==> src/rtl/risc8_uart_pkg.sv <==
// risc8 UART shared definitions: IO register map, UCSRA bit layout, RX FSM states.
// The SoC decode and firmware headers take their addresses from here so there is one source.
package risc8_uart_pkg;

    localparam logic [6:0] UART_ADDR_UDR   = 7'h2C;
    localparam logic [6:0] UART_ADDR_UCSRA = 7'h2B;
    localparam logic [6:0] UART_ADDR_UBRR  = 7'h29;

    localparam int UART_OVERSAMPLE = 16;

    localparam int UCSRA_RXC   = 7;
    localparam int UCSRA_TXC   = 6;
    localparam int UCSRA_UDRE  = 5;
    localparam int UCSRA_FE    = 4;
    localparam int UCSRA_DOR   = 3;
    localparam int UCSRA_RXCIE = 1;
    localparam int UCSRA_UDRIE = 0;

    typedef enum logic [1:0] {
        RX_IDLE,
        RX_START,
        RX_DATA,
        RX_STOP
    } rx_state_t;

    // Assemble the UCSRA read image; bit 2 is unimplemented and reads as zero.
    function automatic logic [7:0] pack_ucsra(input logic rxc, input logic txc,
                                              input logic udre, input logic fe,
                                              input logic dor, input logic rxcie,
                                              input logic udrie);
        return {rxc, txc, udre, fe, dor, 1'b0, rxcie, udrie};
    endfunction

endpackage

==> src/rtl/risc8_uart_rx.sv <==
// risc8 UART receiver: two-flop synchroniser on rx plus the oversampled 8N1 frame FSM.
// Emits a one-cycle done pulse with the assembled byte and the stop-bit framing status.
module risc8_uart_rx
    import risc8_uart_pkg::*;
#(
    parameter int OVERSAMPLE = UART_OVERSAMPLE
) (
    input  logic       clk,
    input  logic       reset,
    input  logic       tick,
    input  logic       rx,
    output logic [7:0] data,
    output logic       done,
    output logic       frame_err
);

    localparam int                 PHASE_W    = $clog2(OVERSAMPLE);
    localparam logic [PHASE_W-1:0] PHASE_LAST = PHASE_W'(OVERSAMPLE - 1);
    localparam logic [PHASE_W-1:0] PHASE_MID  = PHASE_W'(OVERSAMPLE / 2 - 1);
    localparam logic [PHASE_W-1:0] PHASE_ONE  = PHASE_W'(1);

    rx_state_t          state;
    logic               rx_s1;
    logic               rx_s2;
    logic               rx_prev;
    logic [PHASE_W-1:0] phase;
    logic [2:0]         bit_cnt;
    logic [7:0]         shift;

    // Synchronise rx, detect the start edge, then sample mid-bit on baud ticks.
    always_ff @(posedge clk) begin
        if (!reset) begin
            rx_s1     <= 1'b1;
            rx_s2     <= 1'b1;
            rx_prev   <= 1'b1;
            state     <= RX_IDLE;
            phase     <= '0;
            bit_cnt   <= '0;
            shift     <= '0;
            data      <= '0;
            done      <= 1'b0;
            frame_err <= 1'b0;
        end else begin
            rx_s1   <= rx;
            rx_s2   <= rx_s1;
            rx_prev <= rx_s2;
            done    <= 1'b0;
            case (state)
                RX_IDLE: begin
                    if (rx_prev && !rx_s2) begin
                        state <= RX_START;
                        phase <= '0;
                    end
                end
                RX_START: begin
                    if (tick) begin
                        if (phase == PHASE_MID) begin
                            phase   <= '0;
                            bit_cnt <= '0;
                            state   <= rx_s2 ? RX_IDLE : RX_DATA;
                        end else begin
                            phase <= phase + PHASE_ONE;
                        end
                    end
                end
                RX_DATA: begin
                    if (tick) begin
                        if (phase == PHASE_LAST) begin
                            phase   <= '0;
                            shift   <= {rx_s2, shift[7:1]};
                            bit_cnt <= bit_cnt + 3'd1;
                            if (bit_cnt == 3'd7) begin
                                state <= RX_STOP;
                            end
                        end else begin
                            phase <= phase + PHASE_ONE;
                        end
                    end
                end
                RX_STOP: begin
                    if (tick) begin
                        if (phase == PHASE_LAST) begin
                            phase     <= '0;
                            data      <= shift;
                            frame_err <= !rx_s2;
                            done      <= 1'b1;
                            state     <= RX_IDLE;
                        end else begin
                            phase <= phase + PHASE_ONE;
                        end
                    end
                end
                default: state <= RX_IDLE;
            endcase
        end
    end

endmodule

==> src/rtl/risc8_uart.sv <==
// risc8 UART peripheral: IO bus decode, UDR/UCSRA/UBRR registers, baud generator,
// TX holding register plus shifter, and the interrupt level. Receive lives in risc8_uart_rx.
module risc8_uart
    import risc8_uart_pkg::*;
#(
    parameter logic [6:0] ADDR_UDR   = UART_ADDR_UDR,
    parameter logic [6:0] ADDR_UCSRA = UART_ADDR_UCSRA,
    parameter logic [6:0] ADDR_UBRR  = UART_ADDR_UBRR,
    parameter int         OVERSAMPLE = UART_OVERSAMPLE
) (
    input  logic       clk,
    input  logic       reset,
    input  logic [6:0] io_addr,
    input  logic       io_wen,
    input  logic       io_ren,
    input  logic [7:0] io_wdata,
    output logic [7:0] io_rdata,
    output logic       io_hit,
    output logic       tx,
    input  logic       rx,
    output logic       irq
);

    localparam int                 PHASE_W    = $clog2(OVERSAMPLE);
    localparam logic [PHASE_W-1:0] PHASE_LAST = PHASE_W'(OVERSAMPLE - 1);
    localparam logic [PHASE_W-1:0] PHASE_ONE  = PHASE_W'(1);

    logic [7:0]         ubrr;
    logic [7:0]         baud_cnt;
    logic               tick;
    logic [7:0]         udr_rx;
    logic               rxc, txc, udre, fe, dor, rxcie, udrie;
    logic [7:0]         tx_hold;
    logic [7:0]         tx_shift;
    logic               tx_busy;
    logic [3:0]         tx_bit;
    logic [PHASE_W-1:0] tx_phase;
    logic [7:0]         rx_byte;
    logic               rx_done;
    logic               rx_ferr;

    logic sel_udr, sel_ucsra, sel_ubrr;
    logic wr_udr, wr_ucsra, wr_ubrr, rd_udr;

    assign sel_udr   = (io_addr == ADDR_UDR);
    assign sel_ucsra = (io_addr == ADDR_UCSRA);
    assign sel_ubrr  = (io_addr == ADDR_UBRR);
    assign wr_udr    = io_wen && sel_udr;
    assign wr_ucsra  = io_wen && sel_ucsra;
    assign wr_ubrr   = io_wen && sel_ubrr;
    assign rd_udr    = io_ren && sel_udr;

    assign tick = (baud_cnt == 8'd0);
    assign irq  = (rxc & rxcie) | (udre & udrie);

    // Baud divisor: count down from UBRR, tick on zero; a UBRR write restarts the period.
    always_ff @(posedge clk) begin
        if (!reset) begin
            ubrr     <= '0;
            baud_cnt <= '0;
        end else if (wr_ubrr) begin
            ubrr     <= io_wdata;
            baud_cnt <= io_wdata;
        end else if (tick) begin
            baud_cnt <= ubrr;
        end else begin
            baud_cnt <= baud_cnt - 8'd1;
        end
    end

    // Registered read port; samples register state before any same-cycle write lands.
    always_ff @(posedge clk) begin
        if (!reset) begin
            io_rdata <= '0;
            io_hit   <= 1'b0;
        end else begin
            io_hit <= io_ren && (sel_udr || sel_ucsra || sel_ubrr);
            if (io_ren && sel_udr) begin
                io_rdata <= udr_rx;
            end else if (io_ren && sel_ucsra) begin
                io_rdata <= pack_ucsra(rxc, txc, udre, fe, dor, rxcie, udrie);
            end else if (io_ren && sel_ubrr) begin
                io_rdata <= ubrr;
            end else begin
                io_rdata <= '0;
            end
        end
    end

    // Interrupt enable bits are the only plain read/write fields of UCSRA.
    always_ff @(posedge clk) begin
        if (!reset) begin
            rxcie <= 1'b0;
            udrie <= 1'b0;
        end else if (wr_ucsra) begin
            rxcie <= io_wdata[UCSRA_RXCIE];
            udrie <= io_wdata[UCSRA_UDRIE];
        end
    end

    // TX path: holding register feeds the shifter on a tick; a full holding register at
    // the end of the stop bit reloads immediately so consecutive frames have no idle gap.
    always_ff @(posedge clk) begin
        if (!reset) begin
            tx       <= 1'b1;
            tx_busy  <= 1'b0;
            tx_bit   <= '0;
            tx_phase <= '0;
            tx_shift <= '0;
            tx_hold  <= '0;
            udre     <= 1'b1;
            txc      <= 1'b0;
        end else begin
            if (wr_ucsra && io_wdata[UCSRA_TXC]) begin
                txc <= 1'b0;
            end
            if (wr_udr && udre) begin
                tx_hold <= io_wdata;
                udre    <= 1'b0;
            end
            if (tick) begin
                if (!tx_busy) begin
                    if (!udre) begin
                        tx_busy  <= 1'b1;
                        tx_shift <= tx_hold;
                        tx_bit   <= '0;
                        tx_phase <= '0;
                        tx       <= 1'b0;
                        udre     <= 1'b1;
                    end
                end else if (tx_phase == PHASE_LAST) begin
                    tx_phase <= '0;
                    if (tx_bit == 4'd9) begin
                        if (!udre) begin
                            tx_shift <= tx_hold;
                            tx_bit   <= '0;
                            tx       <= 1'b0;
                            udre     <= 1'b1;
                        end else begin
                            tx_busy <= 1'b0;
                            tx      <= 1'b1;
                            txc     <= 1'b1;
                        end
                    end else begin
                        tx_bit   <= tx_bit + 4'd1;
                        tx       <= tx_shift[0];
                        tx_shift <= {1'b1, tx_shift[7:1]};
                    end
                end else begin
                    tx_phase <= tx_phase + PHASE_ONE;
                end
            end
        end
    end

    // RX flags: a finished frame lands in UDR unless an unread byte is waiting (overrun);
    // a UDR read in the same cycle frees the slot so the new byte is kept.
    always_ff @(posedge clk) begin
        if (!reset) begin
            udr_rx <= '0;
            rxc    <= 1'b0;
            fe     <= 1'b0;
            dor    <= 1'b0;
        end else if (rx_done) begin
            fe <= rx_ferr;
            if (!rxc || rd_udr) begin
                udr_rx <= rx_byte;
                rxc    <= 1'b1;
                if (rd_udr) begin
                    dor <= 1'b0;
                end
            end else begin
                dor <= 1'b1;
            end
        end else if (rd_udr) begin
            rxc <= 1'b0;
            dor <= 1'b0;
        end
    end

    risc8_uart_rx #(
        .OVERSAMPLE(OVERSAMPLE)
    ) u_rx (
        .clk      (clk),
        .reset    (reset),
        .tick     (tick),
        .rx       (rx),
        .data     (rx_byte),
        .done     (rx_done),
        .frame_err(rx_ferr)
    );

endmodule

==> config.mk <==
export PLATFORM = sky130hd
export DESIGN_NAME = risc8_uart
export DESIGN_NICKNAME = d
export VERILOG_FILES = /design/src/rtl/risc8_uart_pkg.sv /design/src/rtl/risc8_uart_rx.sv /design/src/rtl/risc8_uart.sv
export SDC_FILE = /design/constraint.sdc
export NUM_CORES = 1
export LEC_CHECK = 0
export ABC_AREA = 1
export CAP_MARGIN = 20
export CORE_UTILIZATION = 59
export CTS_CLUSTER_SIZE = 8
export DETAILED_ROUTE_END_ITERATION = 8
export PLACE_DENSITY = 0.79
export SETUP_SLACK_MARGIN = 0.4
export SYNTH_ARGS = -nofsm -noshare
export SYNTH_HDL_FRONTEND = slang
export SYNTH_HIERARCHICAL = 1
export SYNTH_SLANG_ARGS = --single-unit
==> constraint.sdc <==
create_clock -name clk -period 2.2 [get_ports clk]
set_input_delay 0.44 -clock clk [delete_from_list [all_inputs] [get_ports clk]]
set_output_delay 0.44 -clock clk [all_outputs]
set_load 0.1 [all_outputs]
==> results of run 1 <==
cells in the mapped netlist (6+ instances only):
cell type	instances
a21oi_1	58
o21ai_0	31
nand3_1	64
buf_2	6
ha_1	7
nand4_1	15
nand2_1	167
dfxtp_1	96
inv_1	71
nor2_1	79
clkbuf_1	8
nand3b_1	11
registers in the layout (all words and copies together) (netlist names), 3 cells and up, named ones only:
register and cells:
u_rx/shift 8, tx_phase 4, baud_cnt 8, tx_hold 8, udr_rx 8, u_rx/bit_cnt 3, u_rx/data 8, ubrr 8
tx_shift 8, io_rdata 8, tx_bit 4, u_rx/phase 4
kinds of logic after synthesis:
family / share of synthesized area
simple gates: 0.3675
compound gates: 0.1060
buf+inv: 0.09562
flops: 0.4103
xor+xnor: 0.001870
fa+ha+maj: 0.01870
per-layer routing:
| metal | up-vias | routed length [microns] |
|---|---|---|
| li1 | 2209 | - |
| met1 | 1944 | 4449 |
| met2 | 118 | 4983 |
| met3 | 19 | 616 |
| met4 | 0 | 221 |
| met5 | - | 0 |
cell type report:
type	instances	area, sq um
clock buffers	9	123.9
clock inverters	7	88.84
fillers	664	2356
inverters	78	301.5
multi-input cells	469	2354
flip-flops and latches	96	1922
well taps	102	127.6
repair buffers	46	414.1
metrics by stage:
stage	cells	hold slack [ps]	setup slack (ps)
floorplan	665	392.5	465.7
global placement	785	397.8	224.9
detailed placement	785	398.4	171.8
CTS	805	423.9	406.7
global route	807	442.3	396.0
finish	807	424.6	510.7
power by group through the flow:
stage                     clock [mW]  combinational (mW)  sequential [mW]
after floorplan                    0               0.830             1.94
after global placement             0                1.07             1.94
after detailed placement           0                1.09             1.94
after CTS                       1.23                1.13             1.90
after global routing            1.30                1.39             1.92
final                           1.21                1.25             1.90
final timing paths:
kind	start	end	slack, ps	cells past startpoint
setup / recovery	baud_cnt[0]	tx_shift[6]	510	11
hold / removal	u_rx/rx_s1	u_rx/rx_s2	420	1
setup reg to reg	baud_cnt[0]	tx_shift[6]	510	11
hold reg to reg	u_rx/rx_s1	u_rx/rx_s2	420	1
timing repair:
item,in CTS,in global routing
pin swaps,3,2
cloned,1,1
buffers inserted,3,1
endpoints found under the setup margin,22,41
resized for setup,3,11
hold buffers,0,0
layout by cell type, fill, tap and decap left out, types with 2 or more instances in the layout:
cell               n
ha_1               7
nand3_2            2
inv_6              2
nand3_1           64
buf_2              2
nor2_8             2
inv_1             68
dfxtp_1           96
o21ai_1            3
nor2_1            78
nand2_4            3
o21ai_2            2
buf_4             23
clkdlybuf4s50_1   18
a21oi_2            2
o21bai_1           2
or2_2              4
buf_12             2
nand4_1           15
inv_2              6
clkinv_8           2
nor2_4             6
clkbuf_8           9
inv_4              2
inv_8              2
nand3b_1          11
nand2_2            4
nand2_1          167
nand3_4            3
a21oi_1           58
o21ai_0           28
==> impl_metrics.ini, run 1 <==
[grt]
grt-ovfl-total = 0
grt_first_pass_wirelength_microns = 18000
grt_pass1_vias = 4083
grt_max_degree = 32
use_met1 = 0.3202
grt_usage = 0.2682
antenna_found_initial = 0
gr-max-usage-layer = met2
met3_usage = 0.05611
grtUsageMet2 = 0.4621

[cts]
htreeDepth = 3
cts_tree = done
cts_buffer_depth = 2
clk_latency_ps = 370
numCtsBuffers = 9
cts-root-buf = clkbuf_8
cts.sinks = 96
path_clk_slew_ps = 120

[placed_design]
gp_congestion = 0.8627
dp_hpwl_microns = 7260
numPortBuffers = 30
detailed_place.area_sq_mm = 0.005034

[die]
core_area_sq_mm = 0.007687
die_area_sq_mm = 0.008300
io_pins = 31
chipHeight_microns = 91.11
initial_utilization = 0.6094
std_cell_rows = 32
die_w_microns = 91.11

[status]
status = completed

[routing]
totalWireLength_microns = 10270
drtIter0Drc = 198
drt-wirelength-per-cell_microns = 12.73
vias_per_cell = 5.316
postRouteAntennaNets = 0
num_vias = 4290
drcViolationCount = 0
dr.pass1.iters = 5

[logic_synthesis]
synth_seq_cells = 96
syn_avg_cell_area_sq_um = 7.044
synthArstFlopShare = 0
yosysSeqAreaShare = 0.4103
synth_area_leaders = dfxtp_1, nand2_1, nand3_1
ys_warn_count = 6
synthDistinctLibCells = 38
yosysTopAreaCell = dfxtp_1
synth_edf_count = 0
yosys.area.top_type_share = 0.4103
synth_cells = 665
syn-num-nets = 692
dominantRegCellSynth = dfxtp_1
syn_area_sq_mm = 0.004684

[critical_path]
slowest_stage = dfxtp_1
end_kind = flip-flop
crit_type = reg -> reg
critPathMaxFanout = 7
slowest_delay_ps = 340
crit_buf_inv = 4
path_cells = inv_2 -> ha_1 -> inv_2 -> nor2_4 -> nand2_4 -> buf_4 -> nor2_4 -> buf_2 -> nand3_1 -> nand2_1 -> nor2_1
crit_arrival_ps = 1960
crit_required_ps = 2470
crit_family = simple AND/OR/NAND/NOR gates
critPathLaunchType = flip-flop

[sta]
slew_headroom = 0.6095
period_share = 0.7679
worst_pin_slew_ps = 584.9
min_period_ps = 1689
fin_skew_ps = 17.70
slew_violations = 0
fmax_mhz = 592.0
rsz0062_at_grt = false
hold_violations = 0
fin_tns_setup_ps = 0
setup_viol = 0

[power_and_ir_drop]
power.internal_mw = 2.750
leakagePower_nw = 2.397
ir_drop_uv = 421.3
comb_power_share = 0.286
power-per-cell-area_mw_per_mm2 = 818.1
seq_power_share = 0.436
clkPwrFrac = 0.277
power_mw = 4.361
p_sw_frac = 0.3694
power.switching_mw = 1.611

[cells_and_area]
drive_above_1_share = 0.1220
layout.nets = 727
area_delta_synth_final_pct = 13.81
n_antenna_cell = 0
final_util = 0.6935
design_area_sq_mm = 0.005331

[hold_path]
min_path_type = reg -> reg

[job]
drv_cap = 0
No activity file was read; power rests on OpenSTA's default activity.
==> run 2, diff against run 1 <==
==> constraint.sdc (replaced) <==
create_clock -name clk -period 1.7 [get_ports clk]
set_input_delay 0.34 -clock clk [delete_from_list [all_inputs] [get_ports clk]]
set_output_delay 0.34 -clock clk [all_outputs]
set_load 0.1 [all_outputs]
==> run 2 against run 1 <==
  * Routed wire length is 29% higher
  * Utilization grew 12 points
  * Setup slack got worse by 450 ps
  * Sequential power rose by 31%
  * Flip-flop and latch count stayed put
  * Clock skew shrank 2.7 ps
  * Critical endpoint is now tx_shift[7]
==> impl_metrics.ini, run 2 (synthesis gave the netlist of run 1 again) <==
[power_and_ir_drop]
comb_power_share = 0.390
p_sw_frac = 0.3778
ir_drop_uv = 508.9
leakagePower_nw = 2.713
clkPwrFrac = 0.230
power-per-cell-area_mw_per_mm2 = 1040
power.internal_mw = 4.057
power.switching_mw = 2.463
seq_power_share = 0.380

[grt]
grt_usage = 0.3108
grt-ovfl-total = 0
antenna_found_initial = 0
grt_max_degree = 34
grt_pass1_vias = 4426
grt_first_pass_wirelength_microns = 20710

[critical_path]
crit_arrival_ps = 1900
slowest_stage = dfxtp_2
crit_required_ps = 1970
crit_type = reg -> reg
critPathMaxFanout = 6
slowest_delay_ps = 350
end_kind = flip-flop
critPathLaunchType = flip-flop
path_cells = inv_2 -> ha_4 -> inv_4 -> nor2_4 -> nand2_4 -> nor2_4 -> buf_6 -> nand2_4 -> nor3_4 -> nor2_1

[cells_and_area]
mostFrequentLayoutCell = nand2_1
seqCellArea_sq_mm = 0.001947
layout_common_cells = nand2_1, dfxtp_1, nor2_1
layout.nets = 767
multi_input_area_sq_mm = 0.002795
area_delta_synth_final_pct = 33.84
n_antenna_cell = 0
final_util = 0.8156
nFillCells = 496
drive_above_1_share = 0.2953

[cts]
path_clk_slew_ps = 110
numCtsBuffers = 9
htreeDepth = 3
clk_latency_ps = 370
postCtsHoldBufs = 0
cts_buffer_depth = 2
cts_tree = done
cts.sinks = 96
cts-root-buf = clkbuf_8

[routing]
drt-wirelength-per-cell_microns = 15.63
totalWireLength_microns = 13240
vias_per_cell = 5.587
dr.pass1.iters = 5
drcViolationCount = 0
drtIter0Drc = 269
postRouteAntennaNets = 0
num_vias = 4732

[die]
io_pins = 31
die_w_microns = 91.11
std_cell_rows = 32
initial_utilization = 0.6094
chipHeight_microns = 91.11
core_area_sq_mm = 0.007687
die_area_sq_mm = 0.008300

[sta]
period_share = 0.9627
min_period_ps = 1637
hold_violations = 0
slew_violations = 0
rsz0062_at_grt = true
slew_headroom = 0.5881
fin_skew_ps = 14.97
fmax_mhz = 611.0
worst_pin_slew_ps = 617.0
worst_slack_ps = 63.34
setup_viol = 0

[placed_design]
gp_congestion = 0.9026
numPortBuffers = 30
place_ws_ps = -139.8
dp_hpwl_microns = 7636

[status]
status = completed

[hold_path]
min_path_type = in -> reg

[job]
drv_cap = 0
==> run 2: power by group through the flow <==
stage	clock network, mW	logic [mW]	registers, mW
2_1_floorplan	0	1.16	2.52
3_3_place_gp	0	1.49	2.51
3_5_place_dp	0	1.53	2.52
4_1_cts	1.50	2.06	2.47
5_1_grt	1.59	2.71	2.49
6_report	1.50	2.54	2.48
==> run 2: final cells by class <==
type | count | share of cell area
Clock buffer | 9 | 0.01976
Timing Repair Buffer | 82 | 0.1427
Sequential cell | 96 | 0.3105
Multi-Input combinational cell | 473 | 0.4458
Tap cell | 102 | 0.02036
Inverter | 78 | 0.04909
Clock inverter | 7 | 0.01177
==> run 2: repair_timing <==
item,in CTS,in global routing
setup endpoints to repair,92,63
cloned,5,1
pin swaps,25,14
buffers inserted,19,11
resized for setup,94,49
==> run 2: critical path: cells and delay by family, from the launching register on <==
| family | cells | cell delay [ps] |
|---|---|---|
| fa+ha+maj | 1 | 130 |
| buf+inv | 3 | 300 |
| flops | 1 | 350 |
| simple gates | 6 | 740 |
==> run 2: metrics by stage <==
stage | total power, mW | cells | hold WS (ps) | setup TNS (ps) | area, sq um
final | 6.519 | 847 | 319.9 | 0 | 6270
after global routing | 6.800 | 847 | 344.2 | -57.46 | 6270
after CTS | 6.035 | 835 | 311.8 | 0 | 5992
after detailed placement | 4.051 | 795 | 408.3 | -3321 | 5313
after global placement | 4.005 | 795 | 403.5 | -2528 | 5313
after floorplan | 3.685 | 665 | 392.5 | 0 | 4772
==> run 2: final timing paths <==
check                           cells past startpoint         from  slack, ps          end
worst max-delay path                               10  baud_cnt[0]         60  tx_shift[7]
worst min register to register                      1   u_rx/rx_s1        430   u_rx/rx_s2
worst max register to register                     10  baud_cnt[0]         60  tx_shift[7]
worst min-delay path                                3        reset        320    udr_rx[7]
==> run 2: per-layer routing <==
layer,wire length [microns],track usage,vias to the layer above
li1,-,-,2303
met1,5137,0.3662,2177
met2,6762,0.5473,206
met3,875,0.05695,46
met4,465,0.1402,0
met5,0,0,-
